==> config.mk <==
export PLATFORM = sky130hd
export DESIGN_NAME = writeback_stage_flat
export DESIGN_NICKNAME = d
export VERILOG_FILES = /design/src/rtl/riscv_pkg.sv /design/src/rtl/writeback_stage_if.sv /design/src/rtl/wb_lq_fifo.sv /design/src/rtl/writeback_stage.sv /design/src/flat_wrapper.sv
export SDC_FILE = /design/constraint.sdc
export NUM_CORES = 1
export LEC_CHECK = 0
export BUFFER_PORTS_ARGS = -buffer_cell sky130_fd_sc_hd__buf_2
export CORE_MARGIN = 2
export CORE_UTILIZATION = 40
export DETAILED_ROUTE_END_ITERATION = 12
export HOLD_SLACK_MARGIN = 0.05
export SLEW_MARGIN = 10
export SYNTH_ARGS = -nofsm -noshare
export SYNTH_HDL_FRONTEND = slang
export SYNTH_SLANG_ARGS = --single-unit
==> constraint.sdc <==
create_clock -name clk -period 5.5 [get_ports clk]
set_input_delay 1.1 -clock clk [delete_from_list [all_inputs] [get_ports clk]]
set_output_delay 1.1 -clock clk [all_outputs]
set_load 0.05 [all_outputs]
==> src/rtl/riscv_pkg.sv <==
// Shared integer-pipeline definitions: default widths, load funct3 encodings,
// writeback source select and the load extension helper.
package riscv_pkg;

  localparam int ADDRSIZE_DEF = 5;
  localparam int WORDSIZE_DEF = 64;

  localparam logic [2:0] F3_LB  = 3'b000;
  localparam logic [2:0] F3_LH  = 3'b001;
  localparam logic [2:0] F3_LW  = 3'b010;
  localparam logic [2:0] F3_LD  = 3'b011;
  localparam logic [2:0] F3_LBU = 3'b100;
  localparam logic [2:0] F3_LHU = 3'b101;
  localparam logic [2:0] F3_LWU = 3'b110;

  typedef enum logic [1:0] {
    SEL_NONE,
    SEL_PIPE,
    SEL_QUEUE,
    SEL_DIRECT
  } wb_sel_e;

  // Unlisted encodings (111) behave as LD and pass the word through.
  function automatic logic [WORDSIZE_DEF-1:0] ld_extend(
    input logic [WORDSIZE_DEF-1:0] data,
    input logic [2:0]              funct3
  );
    logic [WORDSIZE_DEF-1:0] r;
    case (funct3)
      F3_LB:   r = {{(WORDSIZE_DEF-8){data[7]}}, data[7:0]};
      F3_LH:   r = {{(WORDSIZE_DEF-16){data[15]}}, data[15:0]};
      F3_LW:   r = {{(WORDSIZE_DEF-32){data[31]}}, data[31:0]};
      F3_LBU:  r = {{(WORDSIZE_DEF-8){1'b0}}, data[7:0]};
      F3_LHU:  r = {{(WORDSIZE_DEF-16){1'b0}}, data[15:0]};
      F3_LWU:  r = {{(WORDSIZE_DEF-32){1'b0}}, data[31:0]};
      F3_LD:   r = data;
      default: r = data;
    endcase
    return r;
  endfunction

endpackage

==> src/rtl/writeback_stage_if.sv <==
// Writeback bus: pipeline result channel, long-latency valid/ready channel and
// the register file write port. The writeback stage is the slave.
interface writeback_stage_if
  import riscv_pkg::*;
#(
  parameter int ADDRSIZE = ADDRSIZE_DEF,
  parameter int WORDSIZE = WORDSIZE_DEF
);
  logic                p_valid;
  logic                p_regwr;
  logic [ADDRSIZE-1:0] p_rd;
  logic [WORDSIZE-1:0] p_data;
  logic                p_ld;
  logic [2:0]          p_funct3;

  logic                l_valid;
  logic                l_ready;
  logic [ADDRSIZE-1:0] l_rd;
  logic [WORDSIZE-1:0] l_data;

  logic                regwr;
  logic [ADDRSIZE-1:0] rd;
  logic [WORDSIZE-1:0] rddata;

  modport master (
    output p_valid, p_regwr, p_rd, p_data, p_ld, p_funct3,
    output l_valid, l_rd, l_data,
    input  l_ready,
    input  regwr, rd, rddata
  );

  modport slave (
    input  p_valid, p_regwr, p_rd, p_data, p_ld, p_funct3,
    input  l_valid, l_rd, l_data,
    output l_ready,
    output regwr, rd, rddata
  );
endinterface

==> src/rtl/wb_lq_fifo.sv <==
// Small FIFO buffering long-latency results until the pipeline channel leaves
// a free writeback slot. DEPTH must be a power of two.
module wb_lq_fifo
  import riscv_pkg::*;
#(
  parameter int DEPTH = 2,
  parameter int WIDTH = ADDRSIZE_DEF + WORDSIZE_DEF
) (
  input  logic                   clk,
  input  logic                   rst,
  input  logic                   push_i,
  input  logic [WIDTH-1:0]       push_data_i,
  input  logic                   pop_i,
  output logic [WIDTH-1:0]       head_o,
  output logic [$clog2(DEPTH):0] count_o,
  output logic                   empty_o,
  output logic                   full_o
);
  localparam int PW = $clog2(DEPTH);
  localparam int CW = PW + 1;

  logic [WIDTH-1:0] mem_q [DEPTH];
  logic [PW-1:0]    wr_ptr_q, wr_ptr_d;
  logic [PW-1:0]    rd_ptr_q, rd_ptr_d;
  logic [CW-1:0]    count_q, count_d;
  logic             do_push, do_pop;

  assign empty_o = (count_q == '0);
  assign full_o  = (count_q == CW'(DEPTH));
  assign count_o = count_q;
  assign head_o  = mem_q[rd_ptr_q];

  assign do_pop  = pop_i & ~empty_o;
  assign do_push = push_i & ~full_o;

  always_comb begin
    wr_ptr_d = wr_ptr_q;
    rd_ptr_d = rd_ptr_q;
    count_d  = count_q;
    if (do_push) wr_ptr_d = wr_ptr_q + 1'b1;
    if (do_pop)  rd_ptr_d = rd_ptr_q + 1'b1;
    case ({do_push, do_pop})
      2'b10:   count_d = count_q + CW'(1);
      2'b01:   count_d = count_q - CW'(1);
      default: count_d = count_q;
    endcase
  end

  always_ff @(posedge clk) begin
    if (rst) begin
      wr_ptr_q <= '0;
      rd_ptr_q <= '0;
      count_q  <= '0;
    end else begin
      wr_ptr_q <= wr_ptr_d;
      rd_ptr_q <= rd_ptr_d;
      count_q  <= count_d;
    end
  end

  // Storage needs no reset; pointers and count alone define validity.
  always_ff @(posedge clk) begin
    if (do_push) mem_q[wr_ptr_q] <= push_data_i;
  end

endmodule

==> src/rtl/writeback_stage.sv <==
// Final pipeline stage driving the register file write port from the pipeline
// and long-latency channels. Define WB_FWD_EN to add write-to-read bypass ports.
module writeback_stage
  import riscv_pkg::*;
#(
  parameter int ADDRSIZE = ADDRSIZE_DEF,
  parameter int WORDSIZE = WORDSIZE_DEF,
  parameter int LQDEPTH  = 2
) (
  input  logic                     clk,
  input  logic                     rst,
  writeback_stage_if.slave         bus,
  output logic [$clog2(LQDEPTH):0] lq_count
`ifdef WB_FWD_EN
  ,
  input  logic [ADDRSIZE-1:0]      rs1,
  input  logic [ADDRSIZE-1:0]      rs2,
  input  logic [WORDSIZE-1:0]      rf_rs1data,
  input  logic [WORDSIZE-1:0]      rf_rs2data,
  output logic [WORDSIZE-1:0]      rs1data,
  output logic [WORDSIZE-1:0]      rs2data
`endif
);
  localparam int EW = ADDRSIZE + WORDSIZE;

  logic                p_win;
  logic                l_fire;
  logic                lq_empty, lq_full;
  logic                lq_push, lq_pop;
  logic [EW-1:0]       lq_head;
  logic [ADDRSIZE-1:0] head_rd;
  logic [WORDSIZE-1:0] head_data;
  wb_sel_e             sel;

  logic                regwr_d, regwr_q;
  logic [ADDRSIZE-1:0] rd_d, rd_q;
  logic [WORDSIZE-1:0] rddata_d, rddata_q;

  assign p_win = bus.p_valid & bus.p_regwr & (bus.p_rd != '0);

  // Ready looks only at registered occupancy, so a full queue refuses even when popping.
  assign bus.l_ready = ~rst & ~lq_full;
  assign l_fire      = bus.l_valid & bus.l_ready;

  assign head_rd   = lq_head[EW-1:WORDSIZE];
  assign head_data = lq_head[WORDSIZE-1:0];

  always_comb begin
    sel = SEL_NONE;
    if (p_win)          sel = SEL_PIPE;
    else if (!lq_empty) sel = SEL_QUEUE;
    else if (l_fire)    sel = SEL_DIRECT;
  end

  assign lq_pop  = (sel == SEL_QUEUE);
  assign lq_push = l_fire & (sel != SEL_DIRECT);

  wb_lq_fifo #(
    .DEPTH (LQDEPTH),
    .WIDTH (EW)
  ) u_lq (
    .clk         (clk),
    .rst         (rst),
    .push_i      (lq_push),
    .push_data_i ({bus.l_rd, bus.l_data}),
    .pop_i       (lq_pop),
    .head_o      (lq_head),
    .count_o     (lq_count),
    .empty_o     (lq_empty),
    .full_o      (lq_full)
  );

  // Long-latency beats to x0 are consumed silently; rd/rddata hold whenever no write.
  always_comb begin
    regwr_d  = 1'b0;
    rd_d     = rd_q;
    rddata_d = rddata_q;
    case (sel)
      SEL_PIPE: begin
        regwr_d  = 1'b1;
        rd_d     = bus.p_rd;
        rddata_d = bus.p_ld ? ld_extend(bus.p_data, bus.p_funct3) : bus.p_data;
      end
      SEL_QUEUE: begin
        if (head_rd != '0) begin
          regwr_d  = 1'b1;
          rd_d     = head_rd;
          rddata_d = head_data;
        end
      end
      SEL_DIRECT: begin
        if (bus.l_rd != '0) begin
          regwr_d  = 1'b1;
          rd_d     = bus.l_rd;
          rddata_d = bus.l_data;
        end
      end
      default: regwr_d = 1'b0;
    endcase
  end

  always_ff @(posedge clk) begin
    if (rst) begin
      regwr_q  <= 1'b0;
      rd_q     <= '0;
      rddata_q <= '0;
    end else begin
      regwr_q  <= regwr_d;
      rd_q     <= rd_d;
      rddata_q <= rddata_d;
    end
  end

  assign bus.regwr  = regwr_q;
  assign bus.rd     = rd_q;
  assign bus.rddata = rddata_q;

`ifdef WB_FWD_EN
  assign rs1data = (regwr_q && (rd_q == rs1) && (rs1 != '0)) ? rddata_q : rf_rs1data;
  assign rs2data = (regwr_q && (rd_q == rs2) && (rs2 != '0)) ? rddata_q : rf_rs2data;
`endif

endmodule
==> src/flat_wrapper.sv <==
// flat-port wrapper written by rule: the top's interface ports become plain ports
module writeback_stage_flat import riscv_pkg::*;
#(
  parameter int ADDRSIZE = ADDRSIZE_DEF,
  parameter int WORDSIZE = WORDSIZE_DEF,
  parameter int LQDEPTH  = 2
)
  (clk, rst, lq_count, bus_p_valid, bus_p_regwr, bus_p_rd, bus_p_data, bus_p_ld, bus_p_funct3, bus_l_valid, bus_l_rd, bus_l_data, bus_l_ready, bus_regwr, bus_rd, bus_rddata);
  writeback_stage_if #(.ADDRSIZE(ADDRSIZE), .WORDSIZE(WORDSIZE)) bus_i ();
  input  logic clk;
  input  logic rst;
  output logic [$clog2(LQDEPTH):0] lq_count;
  input wire logic [$bits(bus_i.p_valid)-1:0] bus_p_valid;
  input wire logic [$bits(bus_i.p_regwr)-1:0] bus_p_regwr;
  input wire logic [$bits(bus_i.p_rd)-1:0] bus_p_rd;
  input wire logic [$bits(bus_i.p_data)-1:0] bus_p_data;
  input wire logic [$bits(bus_i.p_ld)-1:0] bus_p_ld;
  input wire logic [$bits(bus_i.p_funct3)-1:0] bus_p_funct3;
  input wire logic [$bits(bus_i.l_valid)-1:0] bus_l_valid;
  input wire logic [$bits(bus_i.l_rd)-1:0] bus_l_rd;
  input wire logic [$bits(bus_i.l_data)-1:0] bus_l_data;
  output wire logic [$bits(bus_i.l_ready)-1:0] bus_l_ready;
  output wire logic [$bits(bus_i.regwr)-1:0] bus_regwr;
  output wire logic [$bits(bus_i.rd)-1:0] bus_rd;
  output wire logic [$bits(bus_i.rddata)-1:0] bus_rddata;
  assign bus_i.p_valid = bus_p_valid;
  assign bus_i.p_regwr = bus_p_regwr;
  assign bus_i.p_rd = bus_p_rd;
  assign bus_i.p_data = bus_p_data;
  assign bus_i.p_ld = bus_p_ld;
  assign bus_i.p_funct3 = bus_p_funct3;
  assign bus_i.l_valid = bus_l_valid;
  assign bus_i.l_rd = bus_l_rd;
  assign bus_i.l_data = bus_l_data;
  assign bus_l_ready = bus_i.l_ready;
  assign bus_regwr = bus_i.regwr;
  assign bus_rd = bus_i.rd;
  assign bus_rddata = bus_i.rddata;
  writeback_stage #(.ADDRSIZE(ADDRSIZE), .WORDSIZE(WORDSIZE), .LQDEPTH(LQDEPTH)) u_core (.clk(clk), .rst(rst), .bus(bus_i), .lq_count(lq_count));
endmodule
==> results.sh, run 1 <==
export IMPL_leakage_nw=4.185
export IMPL_drive_above_1_share_pct=36.11
export IMPL_drt_total_wl_um=29490
export IMPL_ys_top_cells_by_area="edfxtp_1 (40%), dfxtp_1 (15%), mux2i_1 (6.7%)"
export IMPL_dieArea_um2=26920
export IMPL_cap_violations=0
export IMPL_clkTransAtPathRegs_ns=0.06
export IMPL_area_growth_pct=19.28
export IMPL_syn_area_per_cell_um2=12.92
export IMPL_postCtsHoldBufs=0
export IMPL_hpwl_um=17940
export IMPL_p_per_area_nw_per_um2=505.8
export IMPL_synth_edf_count=138
export IMPL_critPathBufInv=1
export IMPL_max_freq_mhz=308.0
export IMPL_dr_pass1_iters=5
export IMPL_chipWidth_um=164.1
export IMPL_place_worst_setup_slack_ns=1.761
export IMPL_cp_end_kind="register"
export IMPL_ys_top_cells_by_count="edfxtp_1 (138), dfxtp_1 (75), clkbuf_1 (72)"
export IMPL_min_path_type="register to register"
export IMPL_crit_arrival_ns=3.68
export IMPL_cp_start_kind="primary input"
export IMPL_coreArea_um2=25180
export IMPL_rows=58
export IMPL_synthCells=793
export IMPL_cts_path_max_buffers=3
export IMPL_synth_cell_area_um2=10250
export IMPL_syn_num_nets=941
export IMPL_postPlaceCellArea_um2=11520
export IMPL_drtIter0Drc=679
export IMPL_seq_area_frac_synth_pct=55.08
export IMPL_skew_ns=0.02279
export IMPL_antenna_found_initial=4
export IMPL_h_tree_depth=1
export IMPL_portBuffers=219
export IMPL_grt_overflow_total=0
export IMPL_synth_largest_area_cell="edfxtp_1"
export IMPL_fin_crit_sh_pct=59.03
export IMPL_fin_crit_ns=3.246
export IMPL_status="complete, no violations"
export IMPL_wl_per_cell_um=22.63
export IMPL_grt_pass1_vias=7475
export IMPL_vias=7795
export IMPL_ir_worst_vdd_v=0.0002967
export IMPL_grt_max_degree=71
export IMPL_grt_usage_pct=21.36
export IMPL_fill_cells=2285
export IMPL_root_buffer="clkbuf_16"
export IMPL_gp_congestion=0.7550
export IMPL_finalSetupViolations=0
export IMPL_hold_viol_final=0
export IMPL_power_mw=6.182
export IMPL_nets=1103
export IMPL_drcViolationCount=0
export IMPL_critPathTopFamily="compound AO/OA/AOI/OAI gates"
export IMPL_post_synth_top_count_cell="edfxtp_1"
export IMPL_setup_tns_ns=0
export IMPL_synth_cell_type_count=44
export IMPL_cts_sinks=213
export IMPL_cts_setup_buffers=0
export IMPL_grt_pass1_wl_um=44640
export IMPL_worstMarginPinSlew_ns=1.271
export IMPL_worst_path_max_fanout=4
export IMPL_die_h_um=164.1
export IMPL_path_class="primary input to register"
export IMPL_detail_route_antenna_nets=0
export IMPL_slowest_delay_ns=0.71
export IMPL_viasPerCell=5.982
export IMPL_crit_path_top_delay_cell="o21ai_0"
export IMPL_cts_resized_gates=0
export IMPL_cts_tree="built"
export IMPL_required_ns=5.93
export IMPL_maxSlewHeadroom_pct=15.29
export IMPL_design_area_um2=12220
export IMPL_grt_setup_unrepaired="false"
export IMPL_setup_ws_ns=2.254
export IMPL_start_util_pct=40.70
export IMPL_synth_flop_cell="edfxtp_1"
export IMPL_cts_made_buffers=23
export IMPL_path_cells="buf_2, nor3_1, a211oi_1, o21ai_0, ha_1, or3_1, a21oi_1"
export IMPL_synth_top_area_share_pct=40.43
export IMPL_synth_seq_cells=213
export IMPL_yosys_warnings=0
export IMPL_ys_async_sr_fraction_pct=0
export IMPL_io_pins=220
export IMPL_slew_violations=0
export IMPL_clk_latency_ns=0.52
metrics by stage:
stage	instances	util (%)	hold WS (ns)
after floorplan	793	-	0.4262
after global placement	1260	45.74	0.4874
after detailed placement	1260	45.74	0.4905
after CTS	1302	48.51	0.4990
after global routing	1303	48.54	0.5130
final	1303	48.54	0.4997
layer usage:
| layer | track usage (%) | routed length [um] | vias up | share of wire, % |
|---|---|---|---|---|
| met5 | 0 | 34 | - | 0.12 |
| met3 | 4.848 | 2415 | 44 | 8.2 |
| met4 | 5.223 | 529 | 6 | 1.8 |
| li1 | - | - | 3589 | - |
| met1 | 30.91 | 13260 | 3825 | 45 |
| met2 | 32.46 | 13250 | 331 | 45 |
cell type report:
type                       count  area, um^2  area share (%)
antenna                        1       2.502         0.02047
inverter                       3       11.26         0.09212
multi-input combinational    482        4243           34.71
tap                          330       412.9           3.378
clock buffer                  37       668.1           5.466
clock inverter                 5       28.78          0.2354
sequential                   213        5649           46.21
timing repair buffer         232        1209           9.887
final timing paths:
kind	start	endpoint	slack, ns	cells past startpoint
setup / recovery	bus_p_rd[0]	u_core.u_lq.count_o[1]$_SDFFE_PP0P_	2.25	7
hold / removal	u_core.u_lq.rd_ptr_q$_SDFFE_PP0P_	register	0.50	2
setup reg to reg	register	u_core.bus.rddata[61]$_SDFFE_PP0P_	2.27	5
hold reg to reg	u_core.u_lq.rd_ptr_q$_SDFFE_PP0P_	register	0.50	2
worst min-delay path: stages, from the launching register on:
cell and delay, ns:
dfxtp_1 0.30, o21ai_0 0.09, a21oi_1 0.07
registers in the layout, indices dropped and copies added, names as in the netlist, named ones only:
name                  flops
u_core.u_lq.mem_q       138
u_core.bus.rddata        64
u_core.bus.rd             5
u_core.u_lq.count_o       2
u_core.bus.regwr          1
u_core.u_lq.rd_ptr_q      1
u_core.u_lq.wr_ptr_q      1
cell usage in the layout, fill, tap and decap left out, types with 2 or more instances in the layout:
cell       netlist  routed
edfxtp_1       138     138
nor2_4           0       3
a22o_1          25      25
nor2b_1         34      34
o2bb2ai_1       70      70
clkinv_2         0       4
nor4_1           2       2
nor2_1           7       5
buf_4            1      13
nand2_1         34      33
or3_1            2       2
mux2i_1         69      69
a21oi_1          5       4
clkbuf_16        0      23
clkbuf_1        72      10
a2111oi_0       69      69
dfxtp_1         75      74
a211oi_2        37      37
inv_1            3       3
o21ai_0         37      37
buf_2            7     218
clkbuf_8         0       4
a311oi_2        32      32
a22oi_1         37      37
report_power, final:
part           internal (mW)  switching, mW  leakage, nW
Combinational          0.789           1.80         1.97
Sequential              1.96          0.189         1.87
Clock                  0.830          0.620        0.344
logic make-up (layout without fill, tap and decap cells):
logic type | after synthesis | count (layout) | synth area share, %
adders and majority gates | 1 | 1 | 0.1221
other | 0 | 1 | 0
DFF | 213 | 213 | 55.08
AOI/OAI and AO/OA | 320 | 320 | 28.65
and+or+nand+nor | 89 | 89 | 4.749
xor gates and xnor gates | 2 | 2 | 0.1710
muxes | 70 | 70 | 6.849
buffers and inverters | 98 | 277 | 4.371
Power figures use the tool's default switching activity.
==> run 2: changes to the inputs <==
==> constraint.sdc (replaced) <==
create_clock -name clk -period 2.6 [get_ports clk]
set_input_delay 0.52 -clock clk [delete_from_list [all_inputs] [get_ports clk]]
set_output_delay 0.52 -clock clk [all_outputs]
set_load 0.05 [all_outputs]
==> run 2 against run 1 <==
  * Clock skew fell by 0.013 ns
  * Sequential share of layout area fell by 1.4 points
  * Power rose by 120%
  * Largest cell class unchanged
==> results.sh, run 2 (synthesis results as in run 1) <==
export IMPL_cap_violations=0
export IMPL_largest_register_ffs=138
export IMPL_fin_crit_sh_pct=88.24
export IMPL_reg2reg_setup_slack_ns=0.31
export IMPL_place_inst=1283
export IMPL_slew_violations=0
export IMPL_p_comb_share_pct=42.3
export IMPL_grt_setup_unrepaired="false"
export IMPL_chipWidth_um=164.1
export IMPL_worst_path_max_fanout=29
export IMPL_grt_overflow_total=0
export IMPL_clk_latency_ns=0.52
export IMPL_start_util_pct=40.70
export IMPL_portBuffers=219
export IMPL_dieArea_um2=26920
export IMPL_dr_pass1_iters=6
export IMPL_io_pins=220
export IMPL_crit_arrival_ns=2.72
export IMPL_viasPerCell=5.888
export IMPL_cp_start_kind="register"
export IMPL_drtIter0Drc=566
export IMPL_path_class="register to register"
export IMPL_cts_made_buffers=25
export IMPL_clock_power_share_pct=25.0
export IMPL_skew_ns=0.009293
export IMPL_leakage_nw=4.384
export IMPL_netSwitchingFraction_pct=41.39
export IMPL_cts_path_max_buffers=3
export IMPL_hpwl_um=19210
export IMPL_mostFrequentLayoutCell="buf_2"
export IMPL_grt_max_degree=70
export IMPL_root_buffer="clkbuf_16"
export IMPL_rows=58
export IMPL_p_seq_share_pct=32.7
export IMPL_nets=1128
export IMPL_cts_sinks=213
export IMPL_postPlaceCellArea_um2=11810
export IMPL_p_int_mw=7.995
export IMPL_fin_crit_ns=2.294
export IMPL_vias=7849
export IMPL_drive_above_1_share_pct=38.28
export IMPL_final_cell_mix="buf_2 (218), edfxtp_1 (138), dfxtp_1 (72), o2bb2ai_1 (70)"
export IMPL_design_area_um2=12620
export IMPL_area_growth_pct=23.14
export IMPL_hold_depth=1
export IMPL_antenna_found_initial=5
export IMPL_status="complete, no violations"
export IMPL_maxSlewHeadroom_pct=43.56
export IMPL_ir_worst_vdd_v=0.0005381
export IMPL_hold_path_end="u_core.u_lq.mem_q[1][24]$_DFFE_PP_"
export IMPL_die_h_um=164.1
export IMPL_coreArea_um2=25180
export IMPL_postCtsHoldBufs=0
export IMPL_required_ns=3.03
export IMPL_max_freq_mhz=435.9
export IMPL_grt_usage_pct=22.00
export IMPL_ff2ff_path_depth=5
export IMPL_grt_pass1_vias=7822
export IMPL_clkTransAtPathRegs_ns=0.06
export IMPL_cts_tree="built"
export IMPL_h_tree_depth=1
export IMPL_post_route_util_pct=50.11
export IMPL_worstMarginPinSlew_ns=0.8448
export IMPL_p_per_area_nw_per_um2=1081
export IMPL_r2r_start="u_core.u_lq.mem_q[0][66]$_DFFE_PP_"
export IMPL_min_path_type="primary input to register"
export IMPL_rr_endpoint="u_core.bus.rddata[62]$_SDFFE_PP0P_"
export IMPL_grt_pass1_wl_um=45770
export IMPL_fin_cells=1333
export IMPL_drt_total_wl_um=30380
export IMPL_detail_route_antenna_nets=0
export IMPL_setup_tns_ns=0
export IMPL_hp_start="bus_l_data[24]"
export IMPL_hold_viol_final=0
export IMPL_finalSetupViolations=0
export IMPL_cts_setup_buffers=0
export IMPL_gp_congestion=0.8013
export IMPL_top_register="u_core.u_lq.mem_q"
export IMPL_wl_per_cell_um=22.79
export IMPL_drcViolationCount=0
export IMPL_cp_end_kind="register"
export IMPL_switching_power_mw=5.646
==> run 2: changes by cell type in the layout (fill, tap and decap cells not counted), moves of 4 or more <==
cell / before / now
buf_4: 13 / 27
buf_12: 1 / 10
diode_2: 1 / 5
clkbuf_1: 10 / 5
==> run 2: critical path, cell delays in order, from the launching register on <==
cell	delay, ns
edfxtp_1	0.40
nor4_1	0.45
nand2_2	0.34
a211o_4	0.43
buf_4	0.30
a311oi_2	0.26
==> run 2: power groups by stage <==
stage	Combinational (mW)	Clock (mW)	Sequential [mW]
2_1_floorplan	2.99	0	5.78
3_3_place_gp	5.78	0	4.52
3_5_place_dp	5.80	0	4.52
4_1_cts	5.81	3.47	4.46
5_1_grt	6.17	3.59	4.51
6_report	5.77	3.41	4.46
==> run 2: routing by layer <==
layer / routed length [um] / GRT usage [%] / part of all wire, %
met1: 13960 / 30.67 / 46
met2: 13740 / 34.90 / 45
met3: 2107 / 4.419 / 6.9
met4: 578 / 6.021 / 1.9
met5: 0 / 0 / 0
==> run 2: what timing repair did <==
action | in CTS | in global routing
endpoints found under the hold margin | 0 | 0
endpoints found under the setup margin | 0 | 7
gates resized for setup | 0 | 1
==> run 2: worst max path at each step <==
stage                                  startpoint                                   to  cells past startpoint
2_1_floorplan                                 rst    u_core.u_lq.mem_q[0][0]$_DFFE_PP_                      4
3_3_place_gp                          bus_p_rd[0]  u_core.u_lq.count_o[1]$_SDFFE_PP0P_                      8
3_5_place_dp                          bus_p_rd[0]  u_core.u_lq.count_o[1]$_SDFFE_PP0P_                      8
4_1_cts        u_core.u_lq.mem_q[1][66]$_DFFE_PP_    u_core.bus.rddata[7]$_SDFFE_PP0P_                      5
5_1_grt        u_core.u_lq.mem_q[0][66]$_DFFE_PP_   u_core.bus.rddata[51]$_SDFFE_PP0P_                      5
6_report       u_core.u_lq.mem_q[0][66]$_DFFE_PP_   u_core.bus.rddata[62]$_SDFFE_PP0P_                      5
==> run 2: through the flow <==
stage | total power [mW] | setup WS (ns) | hold slack [ns]
after global routing | 14.27 | 0.1037 | 0.1888
final | 13.64 | 0.3059 | 0.2025
after CTS | 13.74 | 0.2015 | 0.1850
after detailed placement | 10.32 | 0.08916 | 0.4904
after global placement | 10.30 | 0.1289 | 0.4800
after floorplan | 8.769 | 0.006670 | 0.4603
==> run 2: cell type report <==
cell class,instances,area [um^2]
Fill cell,2248,12560
Sequential cell,213,5652
Multi-Input combinational cell,482,4243
Timing Repair Buffer,255,1494
Clock buffer,36,726.9
Tap cell,330,412.9
Clock inverter,9,67.56
Antenna cell,5,12.51
Inverter,3,11.26
==> run 3: changes to the inputs <==
--- a/config.mk
+++ b/config.mk
@@ -5,6 +5,7 @@
 export SDC_FILE = /design/constraint.sdc
 export NUM_CORES = 1
 export LEC_CHECK = 0
+export ABC_AREA = 1
 export BUFFER_PORTS_ARGS = -buffer_cell sky130_fd_sc_hd__buf_2
 export CORE_MARGIN = 2
 export CORE_UTILIZATION = 40
==> run 3 against run 2 <==
  * Wire length is 5.6% higher
  * Die area rose by 3.5%
  * Synthesized area rose by 3.5%
  * Global-route usage rose by 0.29 points
  * Utilization is 1.1 points lower
  * Non-clock buffer count fell by 9
  * Power grew 9.1%
  * Count of clock-buffer cells in the layout down 7
  * Final cell count up 40%
  * Clock skew up 0.016 ns
  * Via count rose by 24%
==> results.sh, run 3 <==
export IMPL_start_util_pct=40.72
export IMPL_ff2ff_path_depth=8
export IMPL_cp_start_kind="register"
export IMPL_fin_crit_sh_pct=76.41
export IMPL_die_h_um=166.9
export IMPL_synth_cell_type_count=26
export IMPL_cap_violations=0
export IMPL_cp_endpoint="bus_l_ready"
export IMPL_root_buffer="clkbuf_16"
export IMPL_synth_cell_area_um2=10610
export IMPL_antenna_found_initial=9
export IMPL_grt_overflow_total=0
export IMPL_reg2reg_setup_slack_ns=0.67
export IMPL_required_ns=2.08
export IMPL_cts_resized_gates=0
export IMPL_cp_end_kind="output pin"
export IMPL_detail_route_antenna_nets=0
export IMPL_synth_largest_area_cell="edfxtp_1"
export IMPL_synth_top_area_share_pct=39.05
export IMPL_final_cell_mix="nand2_1 (427), nand3_1 (245), buf_2 (219), nor2_1 (147), edfxtp_1 (138)"
export IMPL_mostFrequentLayoutCell="nand2_1"
export IMPL_yosys_warnings=0
export IMPL_clk_latency_ns=0.53
export IMPL_postPlaceCellArea_um2=11970
export IMPL_worst_path_max_fanout=7
export IMPL_dieArea_um2=27850
export IMPL_drtIter0Drc=957
export IMPL_setup_tns_ns=0
export IMPL_leakage_nw=5.980
export IMPL_worstMarginPinSlew_ns=0.9943
export IMPL_io_pins=220
export IMPL_seq_area_frac_synth_pct=53.20
export IMPL_syn_num_nets=1485
export IMPL_ir_worst_vdd_v=0.0007766
export IMPL_path_class="register to output pin"
export IMPL_rows=59
export IMPL_postCtsHoldBufs=0
export IMPL_setup_ws_ns=0.6133
export IMPL_wl_per_cell_um=17.20
export IMPL_min_path_type="primary input to register"
export IMPL_grt_max_degree=74
export IMPL_r2r_start="u_core.u_lq.count_o[0]$_SDFFE_PP0P_"
export IMPL_nets=1656
export IMPL_synth_flop_cell="edfxtp_1"
export IMPL_design_area_um2=12760
export IMPL_hold_ws_ns=0.1936
export IMPL_critPathLaunch="u_core.u_lq.count_o[0]$_SDFFE_PP0P_"
export IMPL_grt_usage_pct=22.29
export IMPL_post_route_util_pct=48.97
export IMPL_synth_edf_count=138
export IMPL_gp_congestion=0.8436
export IMPL_top_register="u_core.u_lq.mem_q"
export IMPL_portBuffers=219
export IMPL_ys_top_cells_by_count="nand2_1 (429), nand3_1 (247), nor2_1 (149)"
export IMPL_max_freq_mhz=503.4
export IMPL_cts_setup_buffers=0
export IMPL_maxSlewHeadroom_pct=33.62
export IMPL_ys_async_sr_fraction_pct=0
export IMPL_drt_total_wl_um=32090
export IMPL_chipWidth_um=166.9
export IMPL_hpwl_um=19730
export IMPL_post_synth_top_count_cell="nand2_1"
export IMPL_slew_violations=0
export IMPL_h_tree_depth=1
export IMPL_synth_seq_cells=213
export IMPL_fill_cells=2574
export IMPL_dr_pass1_iters=5
export IMPL_fin_crit_ns=1.987
export IMPL_grt_pass1_wl_um=49970
export IMPL_p_per_area_nw_per_um2=1166
export IMPL_syn_area_per_cell_um2=7.937
export IMPL_hold_viol_final=0
export IMPL_crit_arrival_ns=1.47
export IMPL_cts_path_max_buffers=3
export IMPL_rr_endpoint="u_core.bus.rddata[17]$_SDFFE_PP0P_"
export IMPL_finalSetupViolations=0
export IMPL_skew_ns=0.02519
export IMPL_grt_setup_unrepaired="false"
export IMPL_place_worst_setup_slack_ns=0.3989
export IMPL_vias=9745
export IMPL_status="complete, no violations"
export IMPL_drcViolationCount=0
export IMPL_ys_top_cells_by_area="edfxtp_1 (39%), nand2_1 (15%), dfxtp_1 (14%)"
export IMPL_clkTransAtPathRegs_ns=0.06
export IMPL_largest_register_ffs=138
export IMPL_drive_above_1_share_pct=20.83
export IMPL_grt_pass1_vias=9480
export IMPL_area_growth_pct=20.27
export IMPL_viasPerCell=5.222
export IMPL_cts_sinks=213
export IMPL_coreArea_um2=26060
export IMPL_cts_tree="built"
export IMPL_synthCells=1337
export IMPL_cts_made_buffers=25
## run 3: cell count changes in the layout (fill, tap and decap cells not counted), moves of 25 or more
| cell | change |
|---|---|
| a311oi_2 | -32 |
| nand2_1 | +394 |
| o2bb2ai_1 | -70 |
| a2111oi_0 | -69 |
| a22o_1 | -25 |
| nor2_1 | +142 |
| nor2b_1 | -34 |
| inv_1 | +79 |
| a211oi_2 | -37 |
| a22oi_1 | -37 |
| nand4_1 | +71 |
| mux2i_1 | -69 |
| nand3_1 | +245 |
## run 3: how the worst min path moves through the flow
stage | start | slack, ns | to | cells past startpoint
after floorplan | u_core.u_lq.rd_ptr_q$_SDFFE_PP0P_ | 0.43 | register | 1
after global placement | u_core.u_lq.rd_ptr_q$_SDFFE_PP0P_ | 0.44 | register | 1
after detailed placement | u_core.u_lq.rd_ptr_q$_SDFFE_PP0P_ | 0.45 | register | 1
after CTS | bus_l_data[6] | 0.18 | u_core.u_lq.mem_q[1][6]$_DFFE_PP_ | 1
after global routing | bus_l_data[6] | 0.18 | u_core.u_lq.mem_q[1][6]$_DFFE_PP_ | 1
final | bus_l_data[6] | 0.19 | u_core.u_lq.mem_q[1][6]$_DFFE_PP_ | 1
## run 3: area by class of cell
type / count / area [um^2] / area share (%)
antenna: 4 / 10.01 / 0.07843
clock buffer: 29 / 660.6 / 5.176
clock inverter: 17 / 121.4 / 0.9510
inverter: 90 / 340.3 / 2.667
multi-input combinational: 932 / 4168 / 32.66
sequential: 213 / 5657 / 44.32
tap: 335 / 419.2 / 3.284
timing repair buffer: 246 / 1386 / 10.86
## run 3: kinds of logic (layout without fill, tap and decap cells)
kind of cell | after synthesis | after routing | synth area share [%]
adder cells (fa/ha/maj) | 1 | 1 | 0.1179
buffers and inverters | 192 | 382 | 8.230
flip-flops | 213 | 213 | 53.20
AND/OR/NAND/NOR | 910 | 910 | 37.33
other | 0 | 4 | 0
AO/OA/AOI/OAI | 21 | 21 | 1.120
## run 3: through the flow
stage                     power, mW  cells
final                         14.89   1866
after global routing          15.85   1865
after CTS                     14.98   1862
after detailed placement      11.61   1816
after global placement        11.57   1816
after floorplan               9.865   1337
## run 3: critical path: stages, from the launching register on
cell and delay [ns]:
dfxtp_4 0.38, inv_2 0.06, a21oi_4 0.19, buf_2 0.30
## run 3: per-layer routing
layer	track usage, %	wire length [um]	up-vias
met5	0	46	-
met1	29.19	13860	4575
met3	4.967	2495	57
met4	7.684	760	8
met2	36.50	14920	341
li1	-	-	4764
## run 3: power by group
group          internal (mW)  switching, mW  total (mW)
clock                   1.92           1.42        3.35
sequential              4.30          0.367        4.67
combinational           1.82           5.05        6.87
total                   8.05           6.84        14.9
